### src/rtl/pc_gen_pkg.sv
// pc_gen_pkg: shared types and helper constants for the fetch-stage PC generator.
//   state_t     : fetch FSM states (BOOT, RUN, HALT)
//   btb_entry_t : BTB read-out record {valid, tag, target}; fields are sized for
//                 the widest supported PC and zero-extended from narrower ones
//   helpers     : BTB index LSB and log2 helpers used to size index/alignment
// Used by pc_gen and pc_gen_btb (BTB only built when PC_GEN_BTB_EN is defined).
package pc_gen_pkg;

  typedef enum logic [1:0] {
    ST_BOOT = 2'd0,
    ST_RUN  = 2'd1,
    ST_HALT = 2'd2
  } state_t;

  localparam int unsigned PC_MAX_W        = 64;
  localparam int unsigned DEF_ILEN_BYTES  = 4;
  // BTB index always starts at PC bit 2, independent of the fetch granule.
  localparam int unsigned BTB_IDX_LSB     = 2;

  typedef struct packed {
    logic                valid;
    logic [PC_MAX_W-1:0] tag;
    logic [PC_MAX_W-1:0] target;
  } btb_entry_t;

  function automatic int unsigned btb_idx_w(input int unsigned depth);
    return $clog2(depth);
  endfunction

  function automatic int unsigned align_bits(input int unsigned ilen_bytes);
    return $clog2(ilen_bytes);
  endfunction

endpackage

### src/rtl/pc_gen_btb.sv
// pc_gen_btb: direct-mapped branch target buffer.
//   Lookup is a combinational read of the current fetch PC; an update in the
//   same cycle to the same index is only visible from the next cycle on.
// Ports:
//   clk, rstn            clock, asynchronous active-low reset (clears valid bits)
//   i_lkp_pc             PC to look up
//   o_lkp_hit            entry valid and tag matches
//   o_lkp_target         stored target of the indexed entry
//   i_upd_valid          resolved branch/jump from EXE
//   i_upd_pc             PC of the resolved branch
//   i_upd_target         resolved target
//   i_upd_taken          branch was taken (write entry) / not taken (invalidate on match)
// DEPTH must be a power of two >= 2.
module pc_gen_btb
  import pc_gen_pkg::*;
#(
  parameter int unsigned XLEN  = 64,
  parameter int unsigned DEPTH = 16
) (
  input  logic            clk,
  input  logic            rstn,
  input  logic [XLEN-1:0] i_lkp_pc,
  output logic            o_lkp_hit,
  output logic [XLEN-1:0] o_lkp_target,
  input  logic            i_upd_valid,
  input  logic [XLEN-1:0] i_upd_pc,
  input  logic [XLEN-1:0] i_upd_target,
  input  logic            i_upd_taken
);

  localparam int unsigned IDX   = btb_idx_w(DEPTH);
  localparam int unsigned TAG_W = XLEN - IDX - BTB_IDX_LSB;

  // Valid bits are control state and get reset; tag/target are plain storage
  // that is only ever qualified by the valid bit.
  logic [DEPTH-1:0] r_valid;
  logic [TAG_W-1:0] r_tag    [DEPTH];
  logic [XLEN-1:0]  r_target [DEPTH];

  logic [IDX-1:0]   w_lkp_idx;
  logic [TAG_W-1:0] w_lkp_tag;
  logic [IDX-1:0]   w_upd_idx;
  logic [TAG_W-1:0] w_upd_tag;
  logic             w_upd_match;
  btb_entry_t       w_rd;

  assign w_lkp_idx = i_lkp_pc[IDX+BTB_IDX_LSB-1:BTB_IDX_LSB];
  assign w_lkp_tag = i_lkp_pc[XLEN-1:IDX+BTB_IDX_LSB];
  assign w_upd_idx = i_upd_pc[IDX+BTB_IDX_LSB-1:BTB_IDX_LSB];
  assign w_upd_tag = i_upd_pc[XLEN-1:IDX+BTB_IDX_LSB];

  always_comb begin
    w_rd        = '0;
    w_rd.valid  = r_valid[w_lkp_idx];
    w_rd.tag    = PC_MAX_W'(r_tag[w_lkp_idx]);
    w_rd.target = PC_MAX_W'(r_target[w_lkp_idx]);
  end

  assign o_lkp_hit    = w_rd.valid && (w_rd.tag == PC_MAX_W'(w_lkp_tag));
  assign o_lkp_target = w_rd.target[XLEN-1:0];

  // A not-taken resolution only evicts the entry it actually owns.
  assign w_upd_match = r_valid[w_upd_idx] && (r_tag[w_upd_idx] == w_upd_tag);

  always_ff @(posedge clk or negedge rstn) begin
    if (!rstn) begin
      r_valid <= '0;
    end else if (i_upd_valid) begin
      if (i_upd_taken) begin
        r_valid[w_upd_idx] <= 1'b1;
      end else if (w_upd_match) begin
        r_valid[w_upd_idx] <= 1'b0;
      end
    end
  end

  always_ff @(posedge clk) begin
    if (i_upd_valid && i_upd_taken) begin
      r_tag[w_upd_idx]    <= w_upd_tag;
      r_target[w_upd_idx] <= i_upd_target;
    end
  end

  // Byte-offset bits below the index do not take part in lookup or update.
  logic w_unused_lsb;
  assign w_unused_lsb = ^{i_lkp_pc[BTB_IDX_LSB-1:0], i_upd_pc[BTB_IDX_LSB-1:0]};

endmodule

### src/rtl/pc_gen.sv
// pc_gen: registered next-PC generator for the fetch stage.
//   Holds the fetch PC and offers it to IF with a valid/ready handshake.
//   Next-PC priority: trap redirect > EXE redirect > predicted/sequential.
//   FSM: BOOT (one idle cycle after reset) -> RUN (offering) <-> HALT (WFI).
// Ports:
//   clk, rstn                clock, asynchronous active-low reset
//   pc, pc_valid             fetch PC and its valid towards IF
//   if_ready                 IF accepts pc (accept = pc_valid & if_ready)
//   pred_taken               BTB hit for the offered pc
//   trap_valid, trap_pc      CSR/trap redirect
//   redir_valid, redir_pc    EXE redirect
//   halt_req                 stop fetching after the current accept
//   upd_valid, upd_pc, upd_target, upd_taken   BTB update from EXE
// Configuration macro: PC_GEN_BTB_EN -- when defined a direct-mapped BTB of
//   BTB_DEPTH entries predicts taken branches; when undefined the next PC is
//   always pc+ILEN_BYTES and the upd_* inputs are ignored.
module pc_gen
  import pc_gen_pkg::*;
#(
  parameter int unsigned     XLEN       = 64,
  parameter logic [XLEN-1:0] RESET_PC   = '0,
  parameter int unsigned     ILEN_BYTES = DEF_ILEN_BYTES,
  parameter int unsigned     BTB_DEPTH  = 16
) (
  input  logic            clk,
  input  logic            rstn,
  output logic [XLEN-1:0] pc,
  output logic            pc_valid,
  input  logic            if_ready,
  output logic            pred_taken,
  input  logic            trap_valid,
  input  logic [XLEN-1:0] trap_pc,
  input  logic            redir_valid,
  input  logic [XLEN-1:0] redir_pc,
  input  logic            halt_req,
  input  logic            upd_valid,
  input  logic [XLEN-1:0] upd_pc,
  input  logic [XLEN-1:0] upd_target,
  input  logic            upd_taken
);

  localparam logic [XLEN-1:0] PC_STEP    = XLEN'(ILEN_BYTES);
  localparam logic [XLEN-1:0] ALIGN_MASK = ~(PC_STEP - XLEN'(1));

  // Redirect targets must land on an instruction boundary.
  function automatic logic [XLEN-1:0] align_pc(input logic [XLEN-1:0] a);
    return a & ALIGN_MASK;
  endfunction

  state_t          r_state;
  state_t          w_state_nxt;
  logic [XLEN-1:0] r_pc;
  logic [XLEN-1:0] w_pc_nxt;
  logic [XLEN-1:0] w_npc;
  logic [XLEN-1:0] w_btb_target;
  logic            w_btb_hit;
  logic            w_run;
  logic            w_accept;

  assign w_run      = (r_state == ST_RUN);
  assign w_accept   = w_run && if_ready;
  assign pc         = r_pc;
  assign pc_valid   = w_run;
  // A prediction only means something for a PC that is actually offered.
  assign pred_taken = w_run && w_btb_hit;
  // Sequential increment wraps modulo 2^XLEN by construction.
  assign w_npc      = pred_taken ? align_pc(w_btb_target) : (r_pc + PC_STEP);

`ifdef PC_GEN_BTB_EN
  pc_gen_btb #(
    .XLEN  (XLEN),
    .DEPTH (BTB_DEPTH)
  ) u_btb (
    .clk          (clk),
    .rstn         (rstn),
    .i_lkp_pc     (r_pc),
    .o_lkp_hit    (w_btb_hit),
    .o_lkp_target (w_btb_target),
    .i_upd_valid  (upd_valid),
    .i_upd_pc     (upd_pc),
    .i_upd_target (upd_target),
    .i_upd_taken  (upd_taken)
  );
`else
  assign w_btb_hit    = 1'b0;
  assign w_btb_target = '0;

  logic w_unused_upd;
  assign w_unused_upd = ^{upd_valid, upd_pc, upd_target, upd_taken, BTB_DEPTH[0]};
`endif

  always_comb begin
    w_state_nxt = r_state;
    w_pc_nxt    = r_pc;
    unique case (r_state)
      ST_BOOT: begin
        // The boot cycle always ends; an early redirect just replaces RESET_PC.
        w_state_nxt = ST_RUN;
        if (trap_valid) begin
          w_pc_nxt = align_pc(trap_pc);
        end else if (redir_valid) begin
          w_pc_nxt = align_pc(redir_pc);
        end
      end
      ST_RUN: begin
        // Redirects flush the offered PC whether or not IF took it; a halt
        // request is only honoured once the current PC is accepted.
        if (trap_valid) begin
          w_pc_nxt = align_pc(trap_pc);
        end else if (redir_valid) begin
          w_pc_nxt = align_pc(redir_pc);
        end else if (w_accept) begin
          w_pc_nxt = w_npc;
          if (halt_req) begin
            w_state_nxt = ST_HALT;
          end
        end
      end
      ST_HALT: begin
        // Only a trap wakes fetch; an EXE redirect just retargets the halted PC.
        if (trap_valid) begin
          w_pc_nxt    = align_pc(trap_pc);
          w_state_nxt = ST_RUN;
        end else if (redir_valid) begin
          w_pc_nxt = align_pc(redir_pc);
        end
      end
      default: begin
        w_state_nxt = ST_BOOT;
        w_pc_nxt    = RESET_PC;
      end
    endcase
  end

  // ---- fetch PC register stage ----
  always_ff @(posedge clk or negedge rstn) begin
    if (!rstn) begin
      r_state <= ST_BOOT;
      r_pc    <= RESET_PC;
    end else begin
      r_state <= w_state_nxt;
      r_pc    <= w_pc_nxt;
    end
  end

endmodule
### config.mk
export PLATFORM = sky130hd
export DESIGN_NAME = pc_gen
export DESIGN_NICKNAME = d
export VERILOG_FILES = /design/src/rtl/pc_gen_pkg.sv /design/src/rtl/pc_gen_btb.sv /design/src/rtl/pc_gen.sv
export SDC_FILE = /design/constraint.sdc
export NUM_CORES = 1
export LEC_CHECK = 0
export ABC_CLOCK_PERIOD_IN_PS = 3100
export CORE_AREA = 2 2 130 132
export DETAILED_ROUTE_END_ITERATION = 7
export DIE_AREA = 0 0 132 134
export PLACE_DENSITY = 0.73
export RECOVER_POWER = 25
export SLEW_MARGIN = 10
export SYNTH_ARGS = -nofsm -noshare
export SYNTH_HDL_FRONTEND = slang
export SYNTH_SLANG_ARGS = --single-unit
export TNS_END_PERCENT = 10
### constraint.sdc
create_clock -name clk -period 3.1 [get_ports clk]
set_clock_uncertainty 0.1 [all_clocks]
set_input_delay 0.465 -clock clk [delete_from_list [all_inputs] [get_ports clk]]
set_output_delay 0.465 -clock clk [all_outputs]
set_load 0.01 [all_outputs]
==> results by stage <==
Synthesis:
- The synthesized-area fraction occupied by adder cells is 0.2327%.
- Summed over all instances, the cell type with the most area after synthesis is dfrtp_1.
- Summing the areas of all and, or, nand and nor instances in the mapped netlist gives 32.18% of the synthesized area.
- After synthesis, the cell types taking the most area are dfrtp_1 (30%), o21ai_0 (9.6%), nor2_1 (5.4%), a21oi_1 (5.4%), nand2_1 (4.9%).
- The number of warnings reported in the yosys synthesis log is 0.
- The total standard cell area after synthesis is 5378 um2.
- Dividing the synthesized area by the synthesized cell count gives about 7.3 um2.
- The fraction of the mapped netlist area in compound gates is 27.87%.
- After synthesis, the share of flip-flops with an asynchronous set or reset is 100.0%.
- By instance count, the leading cell after synthesis is o21ai_0.
- Sorting the synthesized cells by how often they occur yields o21ai_0 (103), nor2_1 (78), nand2_1 (70).
- After synthesis the netlist holds a flip-flop and latch count of 64.
- The most used flip-flop cell after synthesis is dfrtp_1.
- Summing the areas of all xor and xnor instances in the mapped netlist gives 3.257% of the synthesized area.
- The portion of the post-synthesis area used by sequential elements is 29.78%.
- The mux share of post-synthesis cell area is 1.675%.
- The number of distinct standard cells referenced by the synthesized netlist is 69.
- The dominant combinational cell family by area after synthesis is simple AND/OR/NAND/NOR gates.
- The area share of the leading cell type in the synthesized netlist is 29.78%.
- Counting flops with a built-in enable in the synthesized netlist gives 0.
- The synthesized instance count is between 700 and 800.

Routing:
- The number of nets with antenna violations after routing is 0.
- The total via count after detailed routing is 6631.
- The number of vias per cell is 5.842.
- The number of detailed-routing iterations run before antenna repair is 6.
- The number of DRC violations after detailed routing is 0.
- In the final routed layout, each cell accounts on average for 19.71 um.
- The total detailed-routing wirelength is 22370 um.
- The first routing iteration left about 580 violations.

Status:
- The checks that failed: capacitance limit, slew limit.
- The flow ran to the end, but the final reports show violations.

Place:
- Buffers placed on the I/O ports in this run total 192.
- At the end of routability-driven placement, the weighted congestion stood at 0.9576.
- The half-perimeter wire length after detailed placement is 16170 um.

Global route:
- The via count of the first global-routing pass is 6325.
- The total global-route track usage is roughly a quarter.
- The number of antenna violations at the first check in global routing is 0.
- The first-pass GRT wire length is roughly 35000 um.
- Entering global routing, the biggest net connects 73 pins.
- After global routing the overflow that remains totals 0.

Cells and area:
- After the last flow step, the layout net total stands at between 1000 and 1500.
- 0 antenna diodes ended up in the layout.
- Compared with the post-synthesis result, the final layout area differs by 45.86%.
- The layout cell share with drive strength beyond 1 is 6.667%.

Clock tree:
- Clock latency on the worst-skew pair, taken at its later pin, is 0.34 ns.
- Once the clock tree was built, the setup fixing pass inserted 0 buffers.
- The number of cells upsized or downsized after cts is 0.
- The number of CTS-inserted buffers is 9.
- For this design, the sink count on the clock tree is 64.
- After clock tree synthesis, the clock-pin slew on the worst setup and hold paths is 0.06 ns.
- For this design, the CTS-stage hold fixing added 0 buffers.
- The number of buffers on the longest clock path is 2.
- The total number of H-tree levels is 3.
- The tree is rooted in a clkbuf_16.
- The clock tree from TritonCTS is yes.

Setup path:
- The largest fanout on the critical path is 8.
- The endpoint required time on the critical path is around 3.2 ns.
- STA classifies the critical path startpoint as a register.
- The worst register-to-register path has a depth of 6.
- The data arrival time of the critical path is about 2.8 ns.
- By startpoint and endpoint, the worst setup path is classified as register to register.
- The worst setup path is captured at a register.

Die:
- The effective utilization at floorplan is 33.01%.
- The die height is ~130 um.
- The number of ports placed on the die boundary is 330.
- The core footprint is 16290 um2.
- In this run the horizontal extent of the chip is between 100 and 150 um.
- The initialized floorplan defines 47 standard-cell rows.
- The die covers 17690 um2.

Timing:
- The final hold violation count is 0.
- Headroom to the max-slew limit came out at -18.63%.
- Setup repair after global routing left no endpoint under its margin.
- The minimum clock period is 2.627 ns.
- At the pin with the least slew margin, the transition time is 1.779 ns.
- Based on the critical path, the design can be clocked at up to 380.7 MHz.
- The period utilization is between 80 and 90%.
- The max-slew violation count is 65.
- The setup TNS is 0 ns.
- Setup violations remaining at the end of the flow were counted as 0.

Flow run:
- The count of maximum capacitance violations is 1.

Pwr:
- Dividing total power by cell area gives a power density of 418.9 nW/um2.
- The analysis attributes to cell leakage a power of 0.003011 uW.
- Total power for the finished layout comes to around 3300 uW.
- The worst ir drop on vdd is 0.3036 mV.

Min path:
- The cell depth of the worst hold path is 1.
- The tightest min-delay check is of the register to register type.
## cells in the final DEF (no fill, tap or decap), types with 6 or more instances in the layout
cell / Yosys / final
nand2_1: 70 / 69
nor3_1: 38 / 38
o221ai_1: 6 / 6
a21oi_1: 58 / 58
and3_1: 21 / 21
xnor2_1: 10 / 10
o31ai_1: 11 / 11
and4_1: 6 / 6
a221o_1: 8 / 8
xor2_1: 10 / 10
clkbuf_16: 0 / 9
buf_4: 4 / 22
dfrtp_1: 64 / 64
inv_1: 13 / 12
nand2b_1: 8 / 8
nor2_1: 78 / 78
nand3_1: 38 / 38
clkdlybuf4s50_1: 0 / 190
and2_1: 6 / 6
nand4_1: 22 / 22
nor4_1: 11 / 11
mux2i_1: 9 / 9
o21ai_0: 103 / 102
or3_1: 6 / 6
## state kept, by name (all words and copies together), names as in the netlist
signal / cells
pc: 62
r_state: 2
## logic make-up after synthesis
kind of cell,Yosys count
other,1
and+or+nand+nor,329
xor gates and xnor gates,20
muxes,9
buffers and inverters,66
DFF,64
adders and majority gates,1
AOI/OAI and AO/OA,244
## through the flow
stage               cells  setup slack, ns  instance area (um2)  hold WS, ns  util (%)
floorplan             736           0.8174                 5385      0.06941         -
global placement     1121           0.3501                 7591       0.4472     46.60
detailed placement   1121           0.3373                 7591       0.4627     46.60
CTS                  1135           0.4819                 7846       0.2730     48.17
global route         1135           0.3377                 7844       0.4986     48.15
finish               1135           0.4735                 7844       0.4779     48.15
## layout make-up
type                    count  area, um2
flip-flops and latches     64       1602
clock buffers              13      250.2
repair buffers            218       2142
clock inverters             1      5.005
fillers                  1609       8446
well taps                 220      275.3
inverters                  13      48.80
multi-input cells         606       3521
## per-layer routing
metal	part of all wire [%]	wire length [um]	vias up	GRT usage, %
met5	0	0	-	0
met4	3.0	666	0	9.783
met3	8.4	1871	43	5.556
met2	46	10390	338	39.93
met1	42	9439	3154	32.57
li1	-	-	3096	-
## final timing paths
path                       startpoint  endpoint  slack, ns
setup / recovery                pc[9]    pc[55]       0.47
hold / removal                 pc[50]    pc[50]       0.48
setup reg to reg                pc[9]    pc[55]       0.47
hold reg to reg                pc[50]    pc[50]       0.48
max in group asynchronous        rstn    pc[37]       1.26
min in group asynchronous        rstn     pc[7]       0.57
## power breakdown
part	internal (uW)	switching, uW
combinational	605	545
sequential	960	235
clock	554	386
total	2120	1170
## worst max-delay path, stage by stage (launching register included)
cell	delay [ns]
dfrtp_1	0.51
nand4_1	0.29
nor4_2	0.49
nand3_2	0.29
nor3_1	0.38
o21ai_0	0.12
a221o_1	0.32
Power figures use the tool's default switching activity.
